==> src/rtl/gray_counter_n.sv <==
// Parametrised Gray-code counter: up/down, enable, synchronous load, wrap or saturate.
// bin and gray are both registered from the same next-state value, so gray never glitches.
module gray_counter_n #(
    parameter int          WIDTH    = 4,
    parameter bit          SATURATE = 1'b0,
    parameter int unsigned RST_VAL  = 0
) (
    input  logic             clk,
    input  logic             rst,
    input  logic             en,
    input  logic             up,
    input  logic             load,
    input  logic [WIDTH-1:0] load_val,
    output logic [WIDTH-1:0] gray,
    output logic [WIDTH-1:0] bin,
    output logic             tc,
    output logic             wrap,
    output logic             sat
);
    localparam logic [WIDTH-1:0] MAX_VAL  = '1;
    localparam logic [WIDTH-1:0] RST_BIN  = WIDTH'(RST_VAL);
    localparam logic [WIDTH-1:0] RST_GRAY = RST_BIN ^ (RST_BIN >> 1);

    logic [WIDTH-1:0] next_bin;
    logic             next_wrap;
    logic             next_sat;

    // Terminal value depends on the direction currently requested.
    assign tc = up ? (bin == MAX_VAL) : (bin == '0);

    always_comb begin
        next_bin  = bin;
        next_wrap = 1'b0;
        next_sat  = sat;
        if (load) begin
            next_bin = load_val;
            next_sat = 1'b0;
        end else if (en) begin
            if (SATURATE && tc) begin
                next_sat = 1'b1;
            end else begin
                next_bin  = up ? bin + WIDTH'(1) : bin - WIDTH'(1);
                next_wrap = !SATURATE && tc;
                next_sat  = 1'b0;
            end
        end
    end

    always_ff @(posedge clk or posedge rst) begin
        if (rst) begin
            bin  <= RST_BIN;
            gray <= RST_GRAY;
            wrap <= 1'b0;
            sat  <= 1'b0;
        end else begin
            bin  <= next_bin;
            gray <= next_bin ^ (next_bin >> 1);
            wrap <= next_wrap;
            sat  <= next_sat;
        end
    end
endmodule
==> config.mk <==
export PLATFORM = sky130hd
export DESIGN_NAME = gray_counter_n
export DESIGN_NICKNAME = d
export VERILOG_FILES = /design/src/rtl/gray_counter_n.sv
export SDC_FILE = /design/constraint.sdc
export NUM_CORES = 1
export LEC_CHECK = 0
export CAP_MARGIN = 20
export CORE_AREA = 8 8 45 47
export CTS_CLUSTER_SIZE = 8
export DETAILED_ROUTE_END_ITERATION = 8
export DIE_AREA = 0 0 53 55
export PLACE_DENSITY = 0.67
export SKIP_LAST_GASP = 1
export SLEW_MARGIN = 40
export SYNTH_ARGS = -nofsm -noshare
export SYNTH_HDL_FRONTEND = slang
export SYNTH_SLANG_ARGS = --single-unit
==> constraint.sdc <==
create_clock -name clk -period 2.6 [get_ports clk]
set_input_delay 0.52 -clock clk [delete_from_list [all_inputs] [get_ports clk]]
set_output_delay 0.52 -clock clk [all_outputs]
set_load 0.02 [all_outputs]
# Word-level counts from Yosys, hierarchy flattened
# Index checks and enable logic that the tools add are counted.
[word_totals]
reg_bits = 10
in_bits = 9
[classes]
mux = 8
n_bitwise = 1
add_sub_neg = 2
n_eq_ne = 1
n_reduce_logical = 2
[ops]
columns = ["op", "n"]
rows = [
  ["2-to-1 mux 4 bit", 3],
  ["2-to-1 mux 1 bit", 5],
  ["adder 4 x 1 -> 4 bit (second input constant)", 1],
  ["== test 4 bit (second input constant)", 1],
  ["logical NOT 4 bit", 1],
  ["subtractor 4 x 1 -> 4 bit (second input constant)", 1],
  ["XOR 4 x 3 -> 4 bit", 1],
  ["nonzero test 2 bit", 1],
]

# Longest topological paths before layout
[logic_depth]
depth_word = 5
ltp_mapped = 6
depth_no_buf = 6

# Least setup slack after synthesis
# Ideal clock, no wire load.
[synth_path]
path_type = "input -> register"
from = "input port up"
to = "register gray[2]"
arrival_time_ns = 1.699
required_ns = 2.468
setup_slack_ns = 0.769
stages = 6
setup_time_ns = 0.132
path_buffers = 0
path_cell_list = "inv_1 > ha_1 > a21oi_1 > a211oi_1 > or3_4 > xor2_1"
[synth_between]
elab_chain_cells = 4
[synth_lines]
columns = ["item", "line", "source"]
rows = [
  ["start, declared", "11", "input logic up,"],
  ["2-to-1 mux 4 bit", "42", "next_bin = up ? bin + WIDTH'(1) : bin - WIDTH'(1);"],
  ["2-to-1 mux 4 bit", "38", "end else if (en) begin"],
  ["2-to-1 mux 4 bit", "35", "if (load) begin"],
  ["via next_bin[3]", "24", "logic [WIDTH-1:0] next_bin;"],
  ["XOR 4 x 3 -> 4 bit", "57", "gray <= next_bin ^ (next_bin >> 1);"],
  ["end signal, assigned", "57", ""],
  ["end, declared", "14", "output logic [WIDTH-1:0] gray,"],
]
# The timed path passes the listed nets, and every way through them passes these cells.
# A chain may end at the register's enable or synchronous reset.

# Worst setup path in the final report
[layout_path]
from = "input port up"
to = "output port tc"
[layout_between]
elab_chain_cells = 1
[layout_lines]
columns = ["item", "line", "source"]
rows = [
  ["2-to-1 mux 1 bit", "29", "assign tc = up ? (bin == MAX_VAL) : (bin == '0);"],
  ["end, declared", "16", "output logic tc,"],
]
# No other way between the ends.

==> flow_summary.ini <==
[worst_hold_path]
hp-class = primary input to async pin

[yosys]
mappedNetlistArea_um2 = 470
synth_cells = 45
yosysWarnings = 0
yosysTopAreaCell = dfrtp_1
syn_nets = 57
synth_cell_type_count = 24
ys_seq_elements = 8
synth_edf_count = 0
ys_seq_area_share_pct = 42.6
async_flop_share_pct = 100
synth_area_leaders = dfrtp_1 (43%), xnor2_1 (7.4%), ha_1 (5.3%), fa_1 (4.3%), mux2i_1 (4.3%)
ys.flop_type = dfrtp_1
syn_area_per_cell_um2 = 10.5
synth_top_area_share_pct = 42.6

[global_route]
antenna_found_initial = 0
grt_max_degree = 10
grt_overflow = 0
use_met2_pct = 11.3
met3_usage_pct = 3.48
grt_pass1_wl_um = 1670
grt_pass1_vias = 372
grt.busiest_layer = met2
grtUsageMet1_pct = 9.16
grt_usage_pct = 7.49

[routing]
ant_nets = 0
route.vias.total = 370
vias_per_cell = 4.68
post-route-drc-count = 0
wirelength_um = 963
drt_iter0_markers = 1
wire_per_inst_um = 12.2
first_pass_iters = 3

[worst_setup_path]
critPathRequiredTime_ps = 2080
path_class = primary input to output port
crit_fanout = 5
start_kind = primary input
cp_data_arrival_time_ps = 1990
rr_worst_depth = 5
end_kind = output port

[sta]
slew_violations = 0
fin_setup_tns_ps = 0
period_needed_ps = 2510
setup_viol = 0
hold_viol_final = 0
fmax_mhz = 398
fin_ws_ps = 86.6
rsz0062_at_grt = false
clock_skew_ps = 4.27
fin_crit_sh_pct = 96.7
hold_slack_ps = 507

[floorplanning]
die_h_um = 55
start_util_pct = 34.0
ios = 20
row_count = 14
core-area_um2 = 1380
dieWidth_um = 53
die_area_um2 = 2920

[clock_network]
worst_skew_pair.late_latency_ps = 240
cts_setup_buffers = 0
ctsRootBufferMaster = clkbuf_4
cts-resized-gates = 0
cts.sinks = 8
htree_levels = 1
hold_buffers = 0
cts_inserted_buffers = 3
cts_buffer_depth = 2
cts_tree = built
clk_pin_slew_ps = 50

[power_and_ir_drop]
power_density_nw_per_um2 = 665
switchingPower_mw = 0.147
p_seq_share_pct = 38.4
internal_power_mw = 0.296
switching_share_pct = 33.3
power_frac_clock_pct = 19.9
peakVddDrop_mv = 0.301
p_comb_share_pct = 41.8
p_leak_nw = 0.289

[placement]
dp_hpwl_um = 788
place.gp.congestion = 0.714
pre_cts_ws_ps = 94.8
io_buffer_count = 18

[cells_and_area]
drive_gt1_share_pct = 6.35
fillers = 146
insertedDiodeCount = 0
final_common_cell = clkdlybuf4s50_1
area_growth_pct = 41.8
mostFrequentLayoutCells = clkdlybuf4s50_1 (18), dfrtp_1 (8), xnor2_1 (4)
nNetsFinal = 77

[status]
outcome = complete, no violations

[flow_run]
drv_cap = 0
## flip-flops by register name (all words and copies together) (netlist names)
signal  flops
wrap        1
bin         4
gray        3
## Yosys cell counts (all sizes together) (2+ instances only)
master	n
a21oi	2
buf	3
dfrtp	8
ha	2
inv	3
mux2i	2
nand2	3
nor2	2
o21ai	3
xnor2	4
xor2	2
## worst max-delay path, stage by stage
cell and delay [ps]:
clkdlybuf4s50_1 490, inv_1 110, o21ai_0 230, clkdlybuf4s50_1 650
## logic make-up (layout without fill, tap and decap cells)
family	Yosys count	in the layout	share of synthesized area, %
AND/OR/NAND/NOR	12	12	14.9
flip-flops	8	8	42.6
AO/OA/AOI/OAI	7	7	8.78
XOR/XNOR	6	6	11.2
buffers and inverters	6	24	7.98
adder cells (fa/ha/maj)	3	3	9.57
multiplexers	2	2	4.26
other	1	1	0.797
## path summary, 6_finish.rpt
check	startpoint	end	slack [ps]
hold / removal	rst	gray[2]	510
hold reg to reg	bin[3]	bin[3]	750
setup reg to reg	bin[2]	gray[2]	880
max in group asynchronous	rst	gray[0]	1870
setup / recovery	up	tc	90
min in group clk	bin[3]	bin[3]	750
## metrics by stage
stage | util (%) | cell area [µm²] | power [mW] | cells
after detailed placement | 46.6 | 644 | 0.358 | 76
final | 48.2 | 667 | 0.443 | 79
after global placement | 46.6 | 644 | 0.358 | 76
after CTS | 48.2 | 667 | 0.451 | 79
after global routing | 48.2 | 667 | 0.480 | 79
after floorplan | - | 470 | 0.278 | 45
## power groups by stage
stage	sequential [mW]	clock (mW)	combinational, mW
after global placement	0.171	0	0.187
after detailed placement	0.172	0	0.186
after floorplan	0.201	0	0.0770
final	0.170	0.0880	0.185
after global routing	0.174	0.103	0.203
after CTS	0.170	0.0925	0.188
## layer usage
metal  share of wire, %  vias up
li1                   -      190
met2                 43       17
met5                  0        -
met4                  0        0
met1                 44      163
met3                 13        0
## final cells by class
cell class / instances / area (µm²) / share of cell area (%)
multi-input combinational: 31 / 233 / 34.9
sequential: 8 / 200 / 30.0
timing repair buffer: 18 / 180 / 27.0
clock buffer: 3 / 22.5 / 3.38
tap: 16 / 20.0 / 3.00
inverter: 3 / 11.3 / 1.69
Power figures use the tool's default switching activity.
